$ cat src/rtl/osc_sequencer_pkg.sv
// Shared types and widths for the oscillator sequencer and its period meter.
package osc_seq_pkg;

  localparam int K_W    = 4;
  localparam int BC_W   = 17;
  localparam int WAVE_W = 12;
  localparam int CNT_W  = 16;
  localparam int AMP_W  = 16;

  typedef enum logic [1:0] {
    IDLE = 2'd0,
    LOAD = 2'd1,
    RUN  = 2'd2
  } state_t;

endpackage

$ cat src/rtl/osc_sequencer_if.sv
// Request/acknowledge channel between top-level control and the oscillator sequencer.
interface osc_sequencer_if;
  import osc_seq_pkg::*;

  logic             req;
  logic [K_W-1:0]   reqK;
  logic [AMP_W-1:0] reqAmp;
  logic             stop;
  logic             ack;
  logic             err;

  modport master (output req, reqK, reqAmp, stop, input ack, err);
  modport slave  (input req, reqK, reqAmp, stop, output ack, err);

endinterface

$ cat src/rtl/osc_sequencer_period_meter.sv
// Rising-zero-crossing period meter with a saturating cycle counter and watchdog compare.
module osc_period_meter
  import osc_seq_pkg::*;
#(
  parameter logic [CNT_W-1:0] TIMEOUT = 16'hFFFF
) (
  input  logic                     clk_in,
  input  logic                     rst_in,
  input  logic                     clear,
  input  logic                     en,
  input  logic signed [WAVE_W-1:0] wave,
  output logic [CNT_W-1:0]         periodCycles,
  output logic                     periodValid,
  output logic                     timeout
);

  logic [CNT_W-1:0] cnt_p0;
  logic             sign_p0;
  logic             sign_vld_p0;
  logic             seen_p0;
  logic             rise;

  function automatic logic [CNT_W-1:0] sat_inc(input logic [CNT_W-1:0] v);
    return (v >= TIMEOUT) ? TIMEOUT : v + 1'b1;
  endfunction

  // Negative sample followed by a non-negative one; needs a valid previous sample.
  assign rise    = sign_vld_p0 && sign_p0 && !wave[WAVE_W-1];
  assign timeout = en && (cnt_p0 == TIMEOUT);

  always_ff @(posedge clk_in) begin
    if (en) sign_p0 <= wave[WAVE_W-1];
  end

  // Stage p0: sign history, counter and published period
  always_ff @(posedge clk_in) begin
    if (rst_in) begin
      cnt_p0       <= '0;
      sign_vld_p0  <= 1'b0;
      seen_p0      <= 1'b0;
      periodCycles <= '0;
      periodValid  <= 1'b0;
    end else if (clear) begin
      cnt_p0      <= '0;
      sign_vld_p0 <= 1'b0;
      seen_p0     <= 1'b0;
      periodValid <= 1'b0;
    end else begin
      periodValid <= 1'b0;
      if (en) begin
        sign_vld_p0 <= 1'b1;
        if (rise) begin
          if (seen_p0) begin
            periodCycles <= cnt_p0;
            periodValid  <= 1'b1;
          end
          seen_p0 <= 1'b1;
          cnt_p0  <= 16'd1;
        end else begin
          cnt_p0 <= sat_inc(cnt_p0);
        end
      end
    end
  end

endmodule

$ cat src/rtl/osc_sequencer.sv
// Oscillator controller: validates config requests, loads/retunes the oscillator and reloads it on stall.
module osc_sequencer
  import osc_seq_pkg::*;
#(
  parameter int unsigned      LOAD_CYCLES = 2,
  parameter logic [K_W-1:0]   K_MIN       = 4'd1,
  parameter logic [AMP_W-1:0] AMP_MAX     = 16'h7FFF,
  parameter logic [CNT_W-1:0] TIMEOUT     = 16'hFFFF
) (
  input  logic                     clk_in,
  input  logic                     rst_in,
  osc_sequencer_if.slave           ctl,
  output logic [K_W-1:0]           oscK,
  output logic                     oscLoad,
  output logic [BC_W-1:0]          oscBc,
  input  logic signed [WAVE_W-1:0] wave,
  output logic                     running,
  output logic [CNT_W-1:0]         periodCycles,
  output logic                     periodValid,
  output logic                     stall
);

  localparam logic [3:0] LOAD_LAST = 4'(LOAD_CYCLES - 1);

  state_t           state, state_d;
  logic [3:0]       load_cnt, load_cnt_d;
  logic [K_W-1:0]   cfg_k, k_d;
  logic [AMP_W-1:0] cfg_amp, amp_d;
  logic             ack_d, err_d, stall_d;
  logic             req_ok;
  logic             timeout;

  function automatic logic [AMP_W-1:0] clamp_amp(input logic [AMP_W-1:0] amp);
    return (amp > AMP_MAX) ? AMP_MAX : amp;
  endfunction

  assign req_ok = (ctl.reqK >= K_MIN) && (ctl.reqAmp != '0);

  always_comb begin
    state_d    = state;
    load_cnt_d = load_cnt;
    k_d        = cfg_k;
    amp_d      = cfg_amp;
    ack_d      = 1'b0;
    err_d      = 1'b0;
    stall_d    = 1'b0;
    if (ctl.stop) begin
      state_d = IDLE;
    end else begin
      case (state)
        IDLE, RUN: begin
          if (ctl.req) begin
            if (req_ok) begin
              ack_d      = 1'b1;
              k_d        = ctl.reqK;
              amp_d      = clamp_amp(ctl.reqAmp);
              state_d    = LOAD;
              load_cnt_d = '0;
            end else begin
              err_d = 1'b1;
            end
          end else if (timeout) begin
            // Reload with the config already latched
            stall_d    = 1'b1;
            state_d    = LOAD;
            load_cnt_d = '0;
          end
        end
        LOAD: begin
          if (load_cnt == LOAD_LAST) state_d = RUN;
          else load_cnt_d = load_cnt + 1'b1;
        end
        default: state_d = IDLE;
      endcase
    end
  end

  always_ff @(posedge clk_in) begin
    if (rst_in) begin
      state    <= IDLE;
      load_cnt <= '0;
      cfg_k    <= K_MIN;
      cfg_amp  <= '0;
      ctl.ack  <= 1'b0;
      ctl.err  <= 1'b0;
      stall    <= 1'b0;
    end else begin
      state    <= state_d;
      load_cnt <= load_cnt_d;
      cfg_k    <= k_d;
      cfg_amp  <= amp_d;
      ctl.ack  <= ack_d;
      ctl.err  <= err_d;
      stall    <= stall_d;
    end
  end

  assign oscK    = cfg_k;
  assign oscLoad = (state != RUN);
  assign oscBc   = (state == IDLE) ? '0 : {1'b0, cfg_amp};
  assign running = (state == RUN);

  // Clearing on the next state keeps a crossing in the last RUN cycle from publishing during LOAD.
  osc_period_meter #(
    .TIMEOUT(TIMEOUT)
  ) u_meter (
    .clk_in      (clk_in),
    .rst_in      (rst_in),
    .clear       (state_d != RUN),
    .en          (state == RUN),
    .wave        (wave),
    .periodCycles(periodCycles),
    .periodValid (periodValid),
    .timeout     (timeout)
  );

endmodule

$ cat src/flat_wrapper.sv
// flat-port wrapper written by rule: the top's interface ports become plain ports
module osc_sequencer_flat import osc_seq_pkg::*;
#(
  parameter int unsigned      LOAD_CYCLES = 2,
  parameter logic [K_W-1:0]   K_MIN       = 4'd1,
  parameter logic [AMP_W-1:0] AMP_MAX     = 16'h7FFF,
  parameter logic [CNT_W-1:0] TIMEOUT     = 16'hFFFF
)
  (clk_in, rst_in, oscK, oscLoad, oscBc, wave, running, periodCycles, periodValid, stall, ctl_req, ctl_reqK, ctl_reqAmp, ctl_stop, ctl_ack, ctl_err);
  osc_sequencer_if ctl_i ();
  input  logic clk_in;
  input  logic rst_in;
  output logic [K_W-1:0] oscK;
  output logic oscLoad;
  output logic [BC_W-1:0] oscBc;
  input  logic signed [WAVE_W-1:0] wave;
  output logic running;
  output logic [CNT_W-1:0] periodCycles;
  output logic periodValid;
  output logic stall;
  input wire logic [$bits(ctl_i.req)-1:0] ctl_req;
  input wire logic [$bits(ctl_i.reqK)-1:0] ctl_reqK;
  input wire logic [$bits(ctl_i.reqAmp)-1:0] ctl_reqAmp;
  input wire logic [$bits(ctl_i.stop)-1:0] ctl_stop;
  output wire logic [$bits(ctl_i.ack)-1:0] ctl_ack;
  output wire logic [$bits(ctl_i.err)-1:0] ctl_err;
  assign ctl_i.req = ctl_req;
  assign ctl_i.reqK = ctl_reqK;
  assign ctl_i.reqAmp = ctl_reqAmp;
  assign ctl_i.stop = ctl_stop;
  assign ctl_ack = ctl_i.ack;
  assign ctl_err = ctl_i.err;
  osc_sequencer #(.LOAD_CYCLES(LOAD_CYCLES), .K_MIN(K_MIN), .AMP_MAX(AMP_MAX), .TIMEOUT(TIMEOUT)) u_core (.clk_in(clk_in), .rst_in(rst_in), .ctl(ctl_i), .oscK(oscK), .oscLoad(oscLoad), .oscBc(oscBc), .wave(wave), .running(running), .periodCycles(periodCycles), .periodValid(periodValid), .stall(stall));
endmodule
$ cat config.mk
export PLATFORM = sky130hd
export DESIGN_NAME = osc_sequencer_flat
export DESIGN_NICKNAME = d
export VERILOG_FILES = /design/src/rtl/osc_sequencer_pkg.sv /design/src/rtl/osc_sequencer_if.sv /design/src/rtl/osc_sequencer_period_meter.sv /design/src/rtl/osc_sequencer.sv /design/src/flat_wrapper.sv
export SDC_FILE = /design/constraint.sdc
export NUM_CORES = 1
export LEC_CHECK = 0
export CORE_ASPECT_RATIO = 1.5
export CORE_MARGIN = 2
export CORE_UTILIZATION = 30
export DETAILED_ROUTE_END_ITERATION = 16
export GPL_ROUTABILITY_DRIVEN = 0
export SETUP_SLACK_MARGIN = 0.05
export SLEW_MARGIN = 20
export SYNTH_ARGS = -nofsm -noshare
export SYNTH_HDL_FRONTEND = slang
export SYNTH_HIERARCHICAL = 1
export SYNTH_SLANG_ARGS = --single-unit
$ cat constraint.sdc
create_clock -name clk_in -period 5 [get_ports clk_in]
set_clock_uncertainty 0.05 [all_clocks]
set_input_delay 1.5 -clock clk_in [delete_from_list [all_inputs] [get_ports clk_in]]
set_output_delay 1.5 -clock clk_in [all_outputs]
set_load 0.03 [all_outputs]
### After elaboration in Yosys (flattened, before gate mapping)

Cells that the tools add are included.

* add/subtract/negate cells: 2
* magnitude comparators: 3
* equal/unequal tests: 9
* muxes and demuxes: 19
* bitwise operators: 6
* reductions and logical operators: 17

Operator list (count)
* 2-to-1 mux 16 bit: 4
* adder 16 x 1 -> 16 bit, second input constant: 1
* equality test 16 bit, second input constant: 1
* greater-or-equal comparator 16 bit, second input constant: 1
* greater-than comparator 16 x 15 -> 1 bit, second input constant: 1
* 2-to-1 mux 4 bit: 4
* nonzero test 16 bit: 1
* OR reduction 4 bit: 3
* 2-to-1 mux 2 bit: 5
* one-hot mux 4 bit (2 select lines): 1
* AND reduction 4 bit: 2
* != test 2 bit, second input constant: 3
* != test 3 x 2 -> 1 bit, second input constant: 2
* NOT 1 bit: 6
* AND reduction 5 bit: 1
* adder 4 x 1 -> 4 bit, second input constant: 1
* equality test 4 x 1 -> 1 bit, second input constant: 1
* greater-or-equal comparator 4 x 1 -> 1 bit, second input constant: 1
* logical AND 1 bit: 4
* 2-to-1 mux 1 bit: 4
* one-hot mux 2 bit (2 select lines): 1
* OR reduction 2 bit: 2
* equality test 2 x 1 -> 1 bit, second input constant: 1
* equality test 2 bit, second input constant: 1
* 4 further kinds: 4

* register bits: 65
* bits of input ports: 36
* logic and storage cells: 69

### Longest topological paths before layout

* depth in word-level cells: 9
* depth in mapped cells: 15

### Modules after synthesis

The synthesis kept the hierarchy.

Modules (own cells, without submodules)
* osc_period_meter: times used 1, cells each 187, area an instance 1556.5 µm², sequential area each 730.7 µm²
* osc_sequencer: times used 1, cells each 178, area an instance 1502.7 µm², sequential area each 580.6 µm²

### Worst setup path before layout

Ideal clock, no wire load.

* path type: input to register
* start: input port ctl_reqK[3]
* end: register u_core.u_meter.cnt_p0[9]
* setup time: 0.064 ns
* data arrival time: 3.337 ns
* data required time: 4.886 ns
* slack: 1.549 ns
* stages: 7
* buffers on the path: 0
* path through: or4_4 -> a31oi_1 -> o21bai_1 -> nor2_1 -> nand3_1 -> or4_2 -> nand3_1

* longest elaborated chain between the ends: 8

RTL lines
* start: declaration: RTL line flat_wrapper.sv:22 `input wire logic [$bits(ctl_i.reqK)-1:0] ctl_reqK;`
* greater-or-equal comparator 4 x 1 -> 1 bit: RTL line osc_sequencer.sv:37 `assign req_ok = (ctl.reqK >= K_MIN) && (ctl.reqAmp != '0);`
* logical AND 1 bit: RTL line osc_sequencer.sv:37
* 2-to-1 mux 2 bit: RTL line osc_sequencer.sv:53 `if (req_ok) begin`
* 2-to-1 mux 2 bit: RTL line osc_sequencer.sv:52 `if (ctl.req) begin`
* one-hot mux 2 bit (2 select lines): RTL line osc_sequencer.sv:50 `case (state)`
* 2-to-1 mux 2 bit: RTL line osc_sequencer.sv:47 `if (ctl.stop) begin`
* != test 2 bit: RTL line osc_sequencer.sv:109 `.clear (state_d != RUN),`
* OR reduction 2 bit (no line)
* end signal: assignment: RTL line osc_sequencer_period_meter.sv:60 `cnt_p0 <= sat_inc(cnt_p0);`
* end: declaration: RTL line osc_sequencer_period_meter.sv:17 `logic [CNT_W-1:0] cnt_p0;`

Every way passes these cells.
A chain may end at the register's enable or synchronous reset.

### Worst setup path after layout

* start: input port ctl_reqAmp[3]
* end: register u_core.u_meter.cnt_p0[9]

* longest elaborated chain between the ends: 8

RTL lines
* start: declaration: RTL line flat_wrapper.sv:23 `input wire logic [$bits(ctl_i.reqAmp)-1:0] ctl_reqAmp;`
* nonzero test 16 bit: RTL line osc_sequencer.sv:37
* logical AND 1 bit: RTL line osc_sequencer.sv:37
* 2-to-1 mux 2 bit: RTL line osc_sequencer.sv:53
* 2-to-1 mux 2 bit: RTL line osc_sequencer.sv:52
* one-hot mux 2 bit (2 select lines): RTL line osc_sequencer.sv:50
* 2-to-1 mux 2 bit: RTL line osc_sequencer.sv:47
* != test 2 bit: RTL line osc_sequencer.sv:109
* OR reduction 2 bit (no line)

Every way passes these cells.

==> flow_summary.json <==
{
  "r2r_cells": 12,
  "syn2layout_area_growth_pct": 32.6,
  "yosys_most_used_dff": "dfxtp_1",
  "pre_cts_ws_ns": 0.721,
  "rows": 45,
  "setup_viol": 0,
  "power_density_nw_per_um2": 305,
  "cp-start-kind": "input pin",
  "synth_edf_count": 1,
  "met3_usage_pct": 4.12,
  "p_total_mw": 1.24,
  "hp-class": "reg -> reg",
  "drc_errors": 0,
  "cts_htree_levels": 3,
  "hpwl_um": 5710,
  "drt-pass1-iter-count": 4,
  "vias": 2923,
  "fin_hold_ws_ns": 0.400,
  "vdd_drop_max_v": 0.000196,
  "syn-instance-count": 365,
  "async_flop_share_pct": 0,
  "cts_tree": "built",
  "antenna_found_initial": 0,
  "crit_buf_inv": 1,
  "num-fill-cells": 1031,
  "postCtsSetupBuffers": 0,
  "syn-num-nets": 404,
  "die_area_um2": 11000,
  "cts_resized": 0,
  "cap_violations": 0,
  "worst_slack_ns": 1.03,
  "grt_usage_pct": 15.1,
  "start_util_pct": 30.5,
  "ys_warn_count": 6,
  "cts_made_buffers": 9,
  "ys_top_cells_by_area": "dfxtp_1, a21oi_1, nand2_1",
  "clk_path_buf_depth": 2,
  "slew_viol_final": 0,
  "design.core.area_um2": 10000,
  "setup_tns_ns": 0,
  "synth.distinct_cells": 61,
  "die_h_um": 128,
  "seq_area_um2": 1310,
  "cp-startpoint": "ctl_reqAmp[3]",
  "path_delay_family": "simple AND/OR/NAND/NOR gates",
  "ant_nets": 0,
  "rr_startpoint": "u_core/u_meter/cnt_p0[0]",
  "fmax_ghz": 0.252,
  "io_buffers": 66,
  "crit_type": "in -> reg",
  "grt_pass1_wl_um": 13300,
  "first_global_vias": 2746,
  "r2r_slack_ns": 1.55,
  "relSlewSlack_pct": 49.7,
  "grt-busiest-layer": "met2",
  "clk_pin_slew_worst_paths_ns": 0.06,
  "place_inst": 528,
  "placed_cell_area_um2": 3770,
  "final_nets": 461,
  "worst_pin_slew_ns": 0.748,
  "endpoint_kind": "flip-flop",
  "synth-seq-area-share_pct": 42.9,
  "numClockSinks": 65,
  "cts_root_buf": "clkbuf_16",
  "final_area_um2": 4060,
  "avgSynthCellArea_um2": 8.38,
  "diodes": 0,
  "wl_um": 8080,
  "die-width_um": 86.5,
  "ys_seq_elements": 65,
  "worstSkewPairLatency_ns": 0.33,
  "synth_top_area_share_pct": 41.9,
  "netlist_area_um2": 3060,
  "via_per_inst": 5.37,
  "drive_gt1_share_pct": 9.60,
  "utilization_pct": 40.5,
  "crit_arrival_ns": 4.19,
  "crit_top_cell": "nand3_1",
  "fin_crit_sh_pct": 79.3,
  "rsz0062_at_grt": "no",
  "met2_usage_pct": 25.9,
  "final_cells": 544,
  "grt_max_degree": 27,
  "critPathMaxStageDelay_ns": 0.58,
  "pin_count": 79,
  "worstPathCellList": "clkdlybuf4s50_1 > nor4_1 > nand4_1 > a31oi_1 > o21bai_1 > nor2_1 > nand3_1 > or4_2 > nand3_1",
  "power.leakage_nw": 1.35,
  "status": "complete, no violations",
  "hold_viol": 0,
  "multi_input_area_um2": 1570,
  "path_max_fanout": 5,
  "cts-hold-fix-buffers": 0,
  "yosys.area.top_type": "dfxtp_1",
  "required_ns": 5.22,
  "use_met1_pct": 17.9,
  "critPathSlowestCell": "or4_2",
  "r2r-end": "u_core/u_meter/cnt_p0[14]",
  "min_period_ns": 3.97,
  "drt_iter0_drc": 147,
  "globalRouteOverflowTotal": 0,
  "path_depth": 9,
  "crit_path_end": "u_core/u_meter/cnt_p0[9]",
  "routedWlPerCell_um": 14.8
}
==> worst min path at each step <==
stage	from	to	slack, ns	cells past startpoint
6_report	u_core/u_meter/periodCycles[1]	u_core/u_meter/periodCycles[1]	0.40	2
5_1_grt	u_core/u_meter/periodCycles[10]	u_core/u_meter/periodCycles[10]	0.42	2
4_1_cts	u_core/u_meter/periodCycles[1]	u_core/u_meter/periodCycles[1]	0.40	2
3_5_place_dp	u_core/u_meter/periodCycles[1]	u_core/u_meter/periodCycles[1]	0.40	2
3_3_place_gp	u_core/u_meter/periodCycles[14]	u_core/u_meter/periodCycles[14]	0.39	2
2_1_floorplan	u_core/cfg_amp[15]	u_core/cfg_amp[15]	0.40	1
==> cells in the final DEF (no fill, tap or decap), drive strengths merged, types with 4 or more instances in the layout <==
master          n
dfxtp          64
nor2b          19
nor4           23
buf             7
nand2          43
inv             7
clkdlybuf4s50  66
a21oi          37
nor2           20
o21ai           9
and4            5
clkbuf         11
and3            6
clkinvlp        4
nand3          17
nand4           6
nor3           24
or4             6
o211ai          4
a31oi           7
==> power breakdown <==
part	internal, mW	total [mW]	switching [mW]
Clock	0.364	0.603	0.239
Sequential	0.531	0.538	0.00688
Combinational	0.0454	0.0948	0.0494
==> cells in the mapped netlist, drive strengths merged, types with 2 or more instances <==
cell type  instances
buf               11
o22ai              2
and4               5
a22oi              3
nor3b              3
nand4              6
o211ai             4
nor4              23
or4                6
clkbuf            15
nor3              24
o21bai             2
a21oi             37
and3               6
nor2b             19
nand2b             3
ha                 3
mux2i              2
dfxtp             64
inv                6
nand2             43
and2               3
a211oi             3
a31oi              7
nor2              20
o21ai              9
or3                2
nand3             17
==> tightest hold or removal path: stages, from the launching register on <==
cell and delay (ns):
dfxtp_1 0.30, nand2_1 0.05, a21oi_1 0.05
==> flip-flops by register name, indices dropped and copies added (netlist names) <==
signal	flops
u_core/u_meter/cnt_p0	16
u_core/oscK	4
u_core/u_meter/periodValid	1
u_core/u_meter/periodCycles	16
u_core/load_cnt	4
u_core/u_meter/seen_p0	1
u_core/ctl.err	1
u_core/u_meter/sign_vld_p0	1
u_core/state	2
u_core/u_meter/sign_p0	1
u_core/ctl.ack	1
u_core/cfg_amp	16
u_core/stall	1
==> per-layer routing <==
metal,share of wire (%),vias to the layer above,routed length (um)
li1,-,1447,-
met1,42,1386,3420
met2,52,82,4180
met3,4.9,8,399
met4,0.94,0,76
met5,0,-,0
==> cell type report <==
| class | instances | area share, % |
|---|---|---|
| inverters | 6 | 0.555 |
| multi-input cells | 267 | 38.8 |
| clock inverters | 5 | 0.956 |
| well taps | 117 | 3.61 |
| flip-flops and latches | 65 | 32.3 |
| clock buffers | 11 | 6.23 |
| repair buffers | 73 | 17.6 |
==> cells by family (layout without fill, tap and decap cells) <==
family | Yosys count | in the layout | synth area share (%)
AND/OR/NAND/NOR | 185 | 185 | 33.8
AO/OA/AOI/OAI | 75 | 75 | 15.0
flip-flops | 65 | 65 | 42.9
buffers and inverters | 33 | 95 | 5.93
adder cells (fa/ha/maj) | 3 | 3 | 1.23
multiplexers | 3 | 3 | 1.02
other | 1 | 1 | 0.123
No activity file was read; power rests on OpenSTA's default activity.
